<file path="src/rtl/ram_ctrl_pkg.sv">
// Shared types and defaults for the RAM initialisation controller.
package ram_ctrl_pkg;

    typedef enum logic {
        CLEAR = 1'b0,
        READY = 1'b1
    } state_t;

    localparam int DEF_ADDR_WIDTH = 7;
    localparam int DEF_DATA_WIDTH = 16;

    function automatic int depth(input int addr_width);
        return 1 << addr_width;
    endfunction

endpackage

</file>
<file path="src/rtl/ram_init_ctrl.sv">
// Front end for a read-first synchronous RAM: sweeps every word to a fill value
// after reset or on request, then forwards host requests with a one-cycle read response.
module ram_init_ctrl
    import ram_ctrl_pkg::*;
#(
    parameter int                    ADDR_WIDTH = DEF_ADDR_WIDTH,
    parameter int                    DATA_WIDTH = DEF_DATA_WIDTH,
    parameter logic [DATA_WIDTH-1:0] INIT_VALUE = '0
) (
    input  logic                  clk,
    input  logic                  rst_n,
    input  logic                  clr_start,
    input  logic [DATA_WIDTH-1:0] clr_value,
    output logic                  busy,
    output logic                  clr_done,
    input  logic                  req_valid,
    output logic                  req_ready,
    input  logic                  req_we,
    input  logic [ADDR_WIDTH-1:0] req_addr,
    input  logic [DATA_WIDTH-1:0] req_wdata,
    output logic                  rsp_valid,
    output logic [DATA_WIDTH-1:0] rsp_rdata,
    output logic                  ram_we,
    output logic [ADDR_WIDTH-1:0] ram_a,
    output logic [DATA_WIDTH-1:0] ram_di,
    input  logic [DATA_WIDTH-1:0] ram_do
);

    localparam logic [ADDR_WIDTH-1:0] LAST_ADDR = ADDR_WIDTH'(depth(ADDR_WIDTH) - 1);

    state_t                r_state;
    logic [ADDR_WIDTH-1:0] r_cnt;
    logic [DATA_WIDTH-1:0] r_fill;
    logic [ADDR_WIDTH-1:0] r_last_a;
    logic                  r_clr_done;
    logic                  r_rsp_valid;
    logic                  w_accept;

    assign busy      = (r_state == CLEAR);
    assign req_ready = (r_state == READY);
    assign w_accept  = req_valid & req_ready;
    assign clr_done  = r_clr_done;
    assign rsp_valid = r_rsp_valid;
    // The RAM output register already provides the one-cycle read latency.
    assign rsp_rdata = ram_do;

    always_comb begin
        // NOTE: every output gets a default first so no path leaves it unassigned (no latch).
        ram_we = 1'b0;
        ram_a  = r_last_a;
        ram_di = r_fill;
        if (r_state == CLEAR) begin
            ram_we = 1'b1;
            ram_a  = r_cnt;
            ram_di = r_fill;
        end else if (w_accept) begin
            ram_we = req_we;
            ram_a  = req_addr;
            ram_di = req_wdata;
        end
    end

    // NOTE: sequential state uses non-blocking assignments so all registers update together.
    always_ff @(posedge clk or negedge rst_n) begin
        if (!rst_n) begin
            r_state     <= CLEAR;
            r_cnt       <= '0;
            r_fill      <= INIT_VALUE;
            r_last_a    <= '0;
            r_clr_done  <= 1'b0;
            r_rsp_valid <= 1'b0;
        end else begin
            r_last_a    <= ram_a;
            r_rsp_valid <= w_accept & ~req_we;
            r_clr_done  <= 1'b0;
            case (r_state)
                CLEAR: begin
                    r_cnt <= r_cnt + 1'b1;
                    if (r_cnt == LAST_ADDR) begin
                        r_state    <= READY;
                        r_clr_done <= 1'b1;
                    end
                end
                READY: begin
                    if (clr_start) begin
                        r_fill  <= clr_value;
                        r_state <= CLEAR;
                        r_cnt   <= '0;
                    end
                end
                default: r_state <= CLEAR;
            endcase
        end
    end

endmodule

</file>
<file path="config.mk">
export PLATFORM = sky130hd
export DESIGN_NAME = ram_init_ctrl
export DESIGN_NICKNAME = d
export VERILOG_FILES = /design/src/rtl/ram_ctrl_pkg.sv /design/src/rtl/ram_init_ctrl.sv
export SDC_FILE = /design/constraint.sdc
export NUM_CORES = 1
export LEC_CHECK = 0
export CAP_MARGIN = 20
export CORE_MARGIN = 2
export CORE_UTILIZATION = 40
export CTS_CLUSTER_DIAMETER = 150
export DETAILED_ROUTE_END_ITERATION = 12
export PLACE_DENSITY = 0.85
export SYNTH_ARGS = -nofsm -noshare
export SYNTH_HDL_FRONTEND = slang
export SYNTH_SLANG_ARGS = --single-unit
</file>
<file path="constraint.sdc">
create_clock -name clk -period 2.4 [get_ports clk]
set_input_delay 0.48 -clock clk [delete_from_list [all_inputs] [get_ports clk]]
set_output_delay 0.48 -clock clk [all_outputs]
set_load 0.01 [all_outputs]
</file>
==> results summary, run 1 <==
In this run the number of H-tree levels came out at 2. The total of max-cap violations came out at 0. The average instance in the mapped netlist occupies 12.4 um^2. Of the cells placed in the final design, the portion with a size suffix greater than 1 is 25.0%. The insertion delay to the later sink of the worst-skew pair came out at 270 ps. With fillers left out, the area of the finished cells amounts to 2480 um^2. The effective utilization at floorplan came out at 42.2%.

Synthesis produced a netlist with a net count of 200. The row count came out at 23. The floorplan die height came out at 69.7 um. The transition time at the pin with the least slew margin came out at 417 ps. The count of antenna diodes in the layout came out at 0. The number of global-route vias before repair is 1,287.

Before antenna repair, the detailed router went through 2 iterations. The post-detailed-route via-to-cell ratio is 4.89. The die covers 4850 um^2. The number of port buffers came out at 71. The number of distinct library cells after synthesis came out at 26. The Yosys step of the flow raised 0 warnings. The final layout contains routed wiring with a total length of 3.58 mm.

The clock tree from TritonCTS is yes. The routed layout has 1,241 vias. In the final design database the tool counted 264 nets.

Setup repair after global routing left no endpoint under its margin. Summing all placed instances gives a cell area of 2360 um^2. The hold path startpoint is r_fill[14]. Summing the sequential cell areas from Yosys gives 47.9% of the chip area. The path class of the tightest hold or removal check is reg2reg. The final antenna-violating net count came out at 0. The setup-violating endpoint count in the final report is 0.

The critical-path maximum fanout is 4. The startpoint of the worst register-to-register path is req_ready. Counting cells, the worst reg-to-reg path comes to 4.

The run finished with clean final reports. Timing analysis after detailed placement gives a worst setup slack of -162 ps. The sum of net half-perimeters after detailed placement came out at 2.58 mm. The number of failing hold endpoints at the final stage came out at 0. The required time at the worst-slack endpoint is 1920 ps. The headroom to the max-slew limit is 72.2%. In the layout the commonest cells are 48 x sky130_fd_sc_hd__clkdlybuf4s50_1, 32 x sky130_fd_sc_hd__dfrtp_1, 25 x sky130_fd_sc_hd__mux2_2. Synthesis handed over a netlist of 139 instances. By area the synthesized netlist is led by sky130_fd_sc_hd__dfrtp_1 48%, sky130_fd_sc_hd__mux2_2 16%, sky130_fd_sc_hd__buf_4 7.0%, sky130_fd_sc_hd__mux2_4 6.1%, sky130_fd_sc_hd__mux2i_1 4.6%. The share of the cycle needed by the critical path after routing came out at 96.9%.

For hold timing, the worst endpoint is r_fill[14]. The share of the synthesized area in the top cell type came out at 47.9%. Of all cell types, the one taking the most synthesized area is sky130_fd_sc_hd__dfrtp_1. The arrival time at the worst endpoint came out at 1850 ps. The type of element launching the critical path is an input port. The TritonCTS buffer count is 5. The number of synthesized register bits is 33.

The power density normalized to cell area is 898 nW/um^2. The hold buffer count at CTS came out at 0. The kind of end point of the critical path is a primary output. Across every metal layer, demand over resource in global routing totals 15.7%.

The relative area change from synthesis to final layout is 44.1%. For the finished layout, the period the worst path requires is 2330 ps. The setup slack on the worst flop-to-flop path is 950 ps. The horizontal extent of the die is 69.7 um. The routed wirelength normalized by instance count came out at 14.1 um. In this run the static leakage power is 1.21 nW. The cell depth of the worst min-delay path is 1.

The number of fill cells in the layout came out at 373. Summing internal, switching and leakage power gives 2.23 mW. Clock tree synthesis found a total of 33 sinks. The pin count of the biggest net entering global routing is 34.

The initial antenna violation count was 0. The maximum number of buffers from clock root to sink is 2. The clock-pin transition on the worst setup and hold timing paths came out at 60 ps.

Leaving out fill and tap cells, the most frequent cell in the layout is sky130_fd_sc_hd__clkdlybuf4s50_1. The first-pass GRT wire length came out at 6.13 mm. The global placement routability congestion came out at 0.778. The post-synthesis instance area is 1720 um^2. The type of the worst setup path is in2out.

The detailed router's first-iteration violation count came out at 45. The standard cell core area came out at 4090 um^2. The endpoint identified for the worst register-to-register timing path is r_cnt[5]. The number of max-slew violations in the final report is 0. The final routed DRC violation total is 0. CTS placed an instance of sky130_fd_sc_hd__clkbuf_8 at the clock tree root. The worst clock skew on the final layout is 4.82 ps. The worst-case IR drop observed on VDD is 448 uV. Setup slack closes at 74.9 ps. The overflow left after global routing came out at 0.

Static timing analysis puts the maximum clock frequency at 430 MHz. The I/O pin total came out at 104.
cells in the mapped netlist, drive strengths merged:
library cell,count
dfrtp,33
mux2,32
buf,21
nand2,9
nor2,9
mux2i,8
a21oi,7
nand3,3
inv,2
nand4b,2
o21ai,2
o22ai,2
a22o,1
and2,1
clkbuf,1
ha,1
o211ai,1
o2bb2ai,1
o31ai,1
xnor2,1
xor2,1
metrics by stage:
step,hold WS [ps],TNS [ps],cells,utilization (%)
6_report,509,0,254,60.8
5_1_grt,523,0,254,60.8
4_1_cts,508,0,253,60.7
3_5_place_dp,491,-2770,243,57.8
3_3_place_gp,483,-2360,243,57.8
2_1_floorplan,184,0,139,-
registers in the layout, indices dropped and copies added (netlist names):
| register | flops |
|---|---|
| r_cnt | 7 |
| req_ready | 1 |
| r_fill | 16 |
| clr_done | 1 |
| rsp_valid | 1 |
| r_last_a | 7 |
report_power, final:
group | leakage [nW] | switching [mW] | internal (mW)
registers | 0.423 | 0.139 | 0.760
clock network | 0.0585 | 0.192 | 0.338
logic | 0.730 | 0.327 | 0.474
total | 1.21 | 0.659 | 1.57
cell families after synthesis:
kind of cell	synth area share (%)
muxes	27.1
buffers and inverters	10.5
DFF	47.9
and+or+nand+nor	7.55
adders and majority gates	0.726
xor gates and xnor gates	1.02
AOI/OAI and AO/OA	5.23
per-layer routing:
metal  vias to the layer above  part of all wire, %  routed length (um)  global-route usage (%)
met5                         -                    0                   0                       0
met4                         0                 0.78                  28                    4.70
met3                         5                  5.9                 210                    4.65
met2                        46                   50                1800                    26.5
met1                       594                   43                1540                    19.5
li1                        596                    -                   -                       -
timing repair:
action                                  4_1_cts  5_1_grt
gates resized for setup                      27        1
gates cloned                                  1        0
buffers inserted                              1        1
endpoints found under the setup margin       23        1
critical path, stage by stage:
cell                              delay, ps
sky130_fd_sc_hd__clkdlybuf4s50_1        500
sky130_fd_sc_hd__buf_6                  160
sky130_fd_sc_hd__buf_4                  120
sky130_fd_sc_hd__mux2i_1                160
sky130_fd_sc_hd__a21oi_1                110
sky130_fd_sc_hd__dlygate4sd2_1          310
worst max path at each step:
stage              start          to  slack [ps]  cells past startpoint
2_1_floorplan  req_valid  ram_di[10]         730                      4
3_3_place_gp   req_valid   ram_di[0]        -150                      5
3_5_place_dp   req_valid   ram_di[0]        -160                      5
4_1_cts        req_valid   ram_di[0]           5                      6
5_1_grt        req_valid    ram_a[6]           8                      6
6_report       req_valid    ram_a[6]          70                      6
final cells by class:
type	instances	area (um^2)	area share (%)
tap	50	62.6	2.52
timing repair buffer	78	734	29.6
sequential	33	827	33.3
clock buffer	7	86.3	3.47
clock inverter	1	30.0	1.21
inverter	2	7.51	0.302
multi-input combinational	83	737	29.7
Power figures use the tool's default switching activity.
==> run 2: changes to the inputs <==
- ABC_AREA: not set -> 1
- CORE_UTILIZATION: 40 -> 41
- CTS_CLUSTER_SIZE: not set -> 25
- PLACE_DENSITY: 0.85 -> 0.86
- clock period: 2.4 -> 2.8 ns (I/O delays scaled with it)
==> results summary, run 2 <==
The flow ran to the end, and the final reports show no timing, DRC or antenna violations. The depth of the CTS H-tree is 2 (unchanged). The source of the critical timing path is req_addr[0]. In this run the critical register-to-register path is launched from req_ready. The most critical setup path has its endpoint at ram_a[0]. The clock-pin transition on the worst setup and hold timing paths is 60 ps (about the same). The I/O pin total came out at 104 (unchanged). The length of the first detailed-routing pass in iterations is 4 (+2). The post-layout minimum cycle time came out at 2440 ps. The number of port buffers is 71 (unchanged). The share of the synthesized area in the top cell type is 46.4% (-1.5 points). The horizontal extent of the die came out at 69.9 um (+0.35%). The slack of the critical path was 357 ps (+282 ps). The post-CTS setup buffer count came out at 0 (-1). In the post-synthesis netlist, the biggest area contributors are sky130_fd_sc_hd__dfrtp_1 46%, sky130_fd_sc_hd__nand2_1 22%, sky130_fd_sc_hd__buf_4 8.0%, sky130_fd_sc_hd__nand3_1 6.5%, sky130_fd_sc_hd__inv_1 3.2%.

The routed wirelength normalized by instance count was 12.4 um (-12%). The worst setup path is launched from an input port. The effective utilization at floorplan came out at 43.6% (+1.4 points). The clock tree from TritonCTS is yes. The post-synthesis instance area is 1780 um^2 (+3.3%). The library cell contributing the largest single delay on the critical path is sky130_fd_sc_hd__clkdlybuf4s50_1. The global placement routability congestion came to 0.806 (+3.7%).

The xor/xnor share of the synthesized area is 0% (-1.0 points). The detailed router's first-iteration violation count came out at 97 (+120%). The arrival time at the worst endpoint was 1880 ps (+30 ps). The peak supply drop is 435 uV (-2.9%). The sum of net half-perimeters after detailed placement came to 3.14 mm (+21%). The post-place setup slack came out at -30.8 ps (+131 ps). The routed wire length is 4.27 mm (+19%). The share of flip-flops with an asynchronous set or reset came out at 100% (unchanged).

The top cell types in the final layout, fill and taps aside, are 105 x sky130_fd_sc_hd__nand2_1, 70 x sky130_fd_sc_hd__clkdlybuf4s50_1, 33 x sky130_fd_sc_hd__dfrtp_1. The highest clock frequency the design can meet came out at 409 MHz. The logic depth of the worst setup path including buffers came out at 4 (-2). The floorplan die area is 4890 um^2 (+0.70%). The post-synthesis average cell area was 7.51 um^2 (-39%). The pin count of the biggest net entering global routing is 34 (unchanged). The final standard cell utilization of the core is 61.1% (+0.31 points). The maximum number of buffers from clock root to sink is 2 (unchanged).

The count of antenna diodes in the layout was 0 (unchanged). In the synthesized netlist the dominant register cell turns out to be sky130_fd_sc_hd__dfrtp_1. The power density normalized to cell area is 653 nW/um^2 (-27%). The largest stage delay on the critical path is 580 ps (+80 ps). Yosys instantiated no cell more often than sky130_fd_sc_hd__nand2_1. The type of the worst setup path is in2out. The number of synthesized register bits came to 33 (unchanged). The overflow left after global routing is 0 (unchanged).

The compound-cell area share of the yosys netlist was 4.92% (-0.31 points). The setup-violating endpoint count in the final report was 0 (unchanged). The total of max-cap violations is 0 (unchanged).

The count of flip-flops with a built-in enable after synthesis came to 0 (unchanged). The net count after synthesis is 298 (+49%). The number of global-route vias before repair came out at 1,699 (+32%). The final antenna-violating net count was 0 (unchanged).

The area fraction in and, or, nand and nor cells after synthesis came out at 32.6% (+25 points). The transition time at the pin with the least slew margin came out at 413 ps (-3.90 ps). The tightest min-delay check is of the reg2reg type. The initial antenna violation count came out at 0 (unchanged).

The hold buffer count at CTS is 0 (unchanged). The length in cells of the worst reg-to-reg path is 6 (+2). Ranked by flip-flop count, first place goes to r_fill.

The combined global-route utilization of all metal layers is 18.8% (+3.0 points). The minimum hold slack came to 482 ps (-26.8 ps). The post-cts repair resize count was 2 (-93%). The fraction of layout cells with a size suffix above 1 is 7.12% (-18 points). The worst register-to-register path ends at r_cnt[3].

The largest registers in the layout are r_fill (16), r_cnt (7), r_last_a (7). The total number of vias came out at 1,641 (+32%). The number of nets at the end of the flow is 355 (+34%). Summed over all instances, the cell type with the most area after synthesis is sky130_fd_sc_hd__dfrtp_1. The standard cell core area is 4090 um^2 (unchanged). The cell class contributing the biggest share of worst-path delay is buffers and inverters. Traced cell by cell, the critical path runs through clkdlybuf4s50_1, o21ai_0, a21boi_0, clkdlybuf4s50_1. The number of distinct library cells after synthesis is 23 (-12%). The cell at the root of the clock tree is sky130_fd_sc_hd__clkbuf_8. The post-detailed-route via-to-cell ratio is 4.76 (-2.6%).

The commonest cells after synthesis are 105 x sky130_fd_sc_hd__nand2_1, 33 x sky130_fd_sc_hd__dfrtp_1, 23 x sky130_fd_sc_hd__nand3_1, 19 x sky130_fd_sc_hd__buf_4, 15 x sky130_fd_sc_hd__inv_1. The final routed DRC violation total is 0 (unchanged). The number of failing hold endpoints at the final stage was 0 (unchanged). The floorplan die height is 69.9 um (+0.35%). The count of warnings emitted by yosys is 0 (unchanged). After synthesis, the largest family of logic cells by area is simple AND/OR/NAND/NOR gates. The first-pass GRT wire length came out at 7.43 mm (+21%). The multiplexer fraction of the synthesized cell area came out at 0% (-27 points). The arithmetic-cell share of the synthesized area counting full adders, half adders and majority gates is 0.703% (-0.023 points). The critical-path maximum fanout is 2 (-2).

The leakage power figure is 1.27 nW (+5.2%). The number of max-slew violations in the final report is 0 (unchanged). The critical path buffer and inverter count came out at 2 (-2). Relative to the synthesized area, the layout overhead comes to 40.3%. The cell that appears most often on the critical path is sky130_fd_sc_hd__clkdlybuf4s50_1.

The setup slack on the worst flop-to-flop path came to 1330 ps (+380 ps). The row count is 23 (unchanged). The worst clock skew on the final layout came out at 3.42 ps (-1.40 ps). The insertion delay to the later sink of the worst-skew pair came to 280 ps (about the same).

The headroom to the max-slew limit is 72.4% (+0.26 points). The required time at the worst-slack endpoint came out at 2240 ps (+320 ps). The number of cells produced by synthesis is 237 (+71%). The kind of end point of the critical path is a primary output. The clock sink total is 33 (unchanged). Setup repair after global routing left no endpoint under its margin. The sequential share of the synthesized area came out at 46.4% (-1.5 points). Leaving out fill and tap cells, the most frequent cell in the layout is sky130_fd_sc_hd__nand2_1. The TritonCTS buffer count came out at 5 (unchanged). The share of the cycle needed by the critical path after routing is 87.3%. The number of flip-flops under the largest register name came to 16 (unchanged).
run 2: kinds of logic after synthesis:
group | count (synthesis)
compound gates | 16
fa+ha+maj | 1
flops | 33
buf+inv | 44
simple gates | 143
run 2: worst register-to-register path, delay by kind of cell (launching register included):
family          cells  cell delay (ps)
simple gates        2              310
buf+inv             3              550
compound gates      1              150
flops               1              350
run 2: per-stage QoR:
step | cell area, um^2 | setup TNS (ps) | cells | power [mW]
global route | 2500 | 0 | 345 | 1.75
floorplan | 1780 | 0 | 237 | 1.01
detailed placement | 2400 | -235 | 337 | 1.29
CTS | 2490 | 0 | 345 | 1.64
global placement | 2400 | 0 | 337 | 1.27
finish | 2500 | 0 | 345 | 1.63
run 2: area by class of cell:
type | instances | area (um^2)
Multi-Input combinational cell | 160 | 686
Fill cell | 369 | 1590
Timing Repair Buffer | 77 | 771
Tap cell | 50 | 62.6
Inverter | 17 | 66.3
Sequential cell | 33 | 826
Clock inverter | 3 | 17.5
Clock buffer | 5 | 68.8
run 2: power breakdown:
group | leakage (nW) | switching, mW | internal (mW)
combinational | 0.819 | 0.288 | 0.312
sequential | 0.410 | 0.0793 | 0.606
clock | 0.0439 | 0.174 | 0.171
run 2: layer usage:
metal | GRT usage [%] | wire, um | vias up
met2 | 32.8 | 2140 | 47
met1 | 21.7 | 1830 | 753
met3 | 6.20 | 250 | 10
met4 | 5.98 | 55 | 0
li1 | - | - | 831
met5 | 0 | 0 | -
run 2: how the worst min path moves through the flow:
| stage | from | end | slack (ps) | cells past startpoint |
|---|---|---|---|---|
| final | r_fill[15] | r_fill[15] | 480 | 2 |
| after detailed placement | r_fill[4] | r_fill[4] | 470 | 2 |
| after global routing | r_fill[10] | r_fill[10] | 520 | 2 |
| after CTS | r_fill[4] | r_fill[4] | 490 | 2 |
| after global placement | r_fill[3] | r_fill[3] | 460 | 2 |
| after floorplan | rst_n | clr_done | 260 | 0 |
==> RTL edit, RTL diff (settings of run 2) <==
`DEF_DATA_WIDTH`: 16 -> 18.
--- a/src/rtl/ram_ctrl_pkg.sv
+++ b/src/rtl/ram_ctrl_pkg.sv
@@ -7,7 +7,7 @@
     } state_t;
 
     localparam int DEF_ADDR_WIDTH = 7;
-    localparam int DEF_DATA_WIDTH = 16;
+    localparam int DEF_DATA_WIDTH = 18;
 
     function automatic int depth(input int addr_width);
         return 1 << addr_width;
Ports: changed (5 resized); port bits go from 104 to 114. No check against the original RTL was run, so the function may have changed too.
==> RTL edit against run 2 <==
Power is 4.1% higher; worst setup slack worse by 0.18 ns; cell area is 6.4% higher; sequential cell count is 2 higher; synthesized area is 6.2% higher; routed wire length is 11% higher; maximum frequency is 6.8% lower; count of clock-buffer cells in the layout is 2 higher.
==> RTL edit: results (changes against run 2) <==
global_routing:
  grt_pass1_vias: 1653  # -2.7%
  track_usage: 0.190  # +0.00253
  grt_pass1_wl_um: 7700  # +3.6%
  antenna_found_initial: 0  # unchanged
  grt_max_degree: 36  # +5.9%
worst_setup_path:
  path_delay_family: "flip-flops"
  r2r_start: "req_ready"
  crit_fanout: 14  # +12
  startpoint: "req_ready"
  cp_data_arrival_time_ns: 2.06  # +0.18 ns
  slowest_delay_ns: 0.71  # +0.13 ns
  slowest_stage: "dfrtp_1"
power:
  leakagePower_uw: 0.00135  # +6.4%
  ir_worst_vdd_v: 0.000344  # -21%
logic_synthesis:
  synth_common_cells: "nand2_1 (114), dfrtp_1 (35), nand3_1 (25), buf_4 (22), inv_1 (15)"
  yosysWarnings: 0  # unchanged
  synth-async-reset-ratio: 1.00  # unchanged
  synth_cell_type_count: 23  # unchanged
  ys_seq_area_frac: 0.463  # -0.000539
  synth_compound_area_frac: 0.0463  # -0.00286
  yosys.area_share.adder: 0.00662  # -0.000409
  synth_nets: 321  # +7.7%
  synth_xor_area_frac: 0  # unchanged
  synthTopCellsByArea: "dfrtp_1 (46%), nand2_1 (23%), buf_4 (8.7%), nand3_1 (6.6%), inv_1 (3.0%)"
  ys.flop_type: "dfrtp_1"
  synthMuxAreaShare: 0  # unchanged
outcome:
  status: "completed"
cells_and_area:
  fill_cells: 398  # +7.9%
  antennaDiodeCount: 0  # unchanged
  largestRegisters: "r_fill x18, r_cnt x7, r_last_a x7"
  drive_above_1_share: 0.0667  # -0.00452
  fin_nets: 381  # +7.3%
placement:
  place_worst_setup_slack_ns: -0.0106  # +0.0202 ns
  gp_congestion: 0.813  # +0.76%
  hpwl_um: 3580  # +14%
  portBuffers: 77  # +8.5%
sta:
  slew_viol_final: 0  # unchanged
  relSlewSlack: 0.485  # -0.240
  clock_skew_ns: 0.00913  # +0.00571 ns
detailed_routing:
  wl_per_cell_um: 12.9  # +4.5%
  vias_per_cell: 4.73  # -0.50%
  drtIter0Drc: 122  # +26%
  first_pass_iters: 4  # unchanged
cts:
  cts_htree_levels: 2  # unchanged
  root_buffer: "clkbuf_8"
  worstSkewPairLatency_ns: 0.28  # about the same
  clkTransAtPathRegs_ns: 0.07
  postCtsSetupBuffers: 0  # unchanged
  cts_made_buffers: 5  # unchanged
  clk_path_buf_depth: 2  # unchanged
worst_hold_path:
  hold_class: "in -> async"
==> RTL edit: repair_timing <==
action	4_1_cts	5_1_grt
setup endpoints to repair	4	6
hold buffers	0	0
gates resized for setup	1	3
pin swaps	0	1
==> RTL edit: power breakdown <==
group	total (µW)	internal, µW	leakage (µW)	switching (µW)
Clock	347	174	0.0000422	172
Combinational	626	328	0.000877	298
Sequential	724	638	0.000436	85.9
==> RTL edit: cells by family (layout without fill, tap and decap cells) <==
logic type | Yosys count | after routing
AND/OR/NAND/NOR | 155 | 155
buffers and inverters | 47 | 108
flip-flops | 35 | 35
AO/OA/AOI/OAI | 16 | 16
adder cells (fa/ha/maj) | 1 | 1
==> RTL edit: final timing paths <==
path / end / slack [ns] / depth (start not counted)
worst max-delay path: ram_a[0] / 0.18 / 4
worst min-delay path: r_cnt[0] / 0.34 / 1
worst max register to register: r_cnt[3] / 0.79 / 6
worst min register to register: r_fill[2] / 0.48 / 2
max in group asynchronous: r_fill[13] / 1.95 / 1
min in group clk: r_fill[2] / 0.48 / 2
==> RTL edit: area by class of cell <==
class	instances	share of cell area
Clock buffer	7	0.0287
Clock inverter	1	0.00188
Inverter	17	0.0250
Multi-Input combinational cell	172	0.279
Sequential cell	35	0.330
Tap cell	52	0.0245
Timing Repair Buffer	83	0.311
==> RTL edit: routing by layer <==
layer,wire length [µm],global-route usage
met1,2020,0.243
met2,2410,0.311
met3,251,0.0403
met4,74,0.0881
met5,0,0
==> RTL edit: stage by stage <==
step | hold WS (ns) | instance area (µm²) | std cells
after floorplan | 0.264 | 1890 | 254
after global placement | 0.461 | 2560 | 359
after detailed placement | 0.467 | 2560 | 359
after CTS | 0.369 | 2650 | 367
after global routing | 0.401 | 2660 | 367
final | 0.345 | 2660 | 367
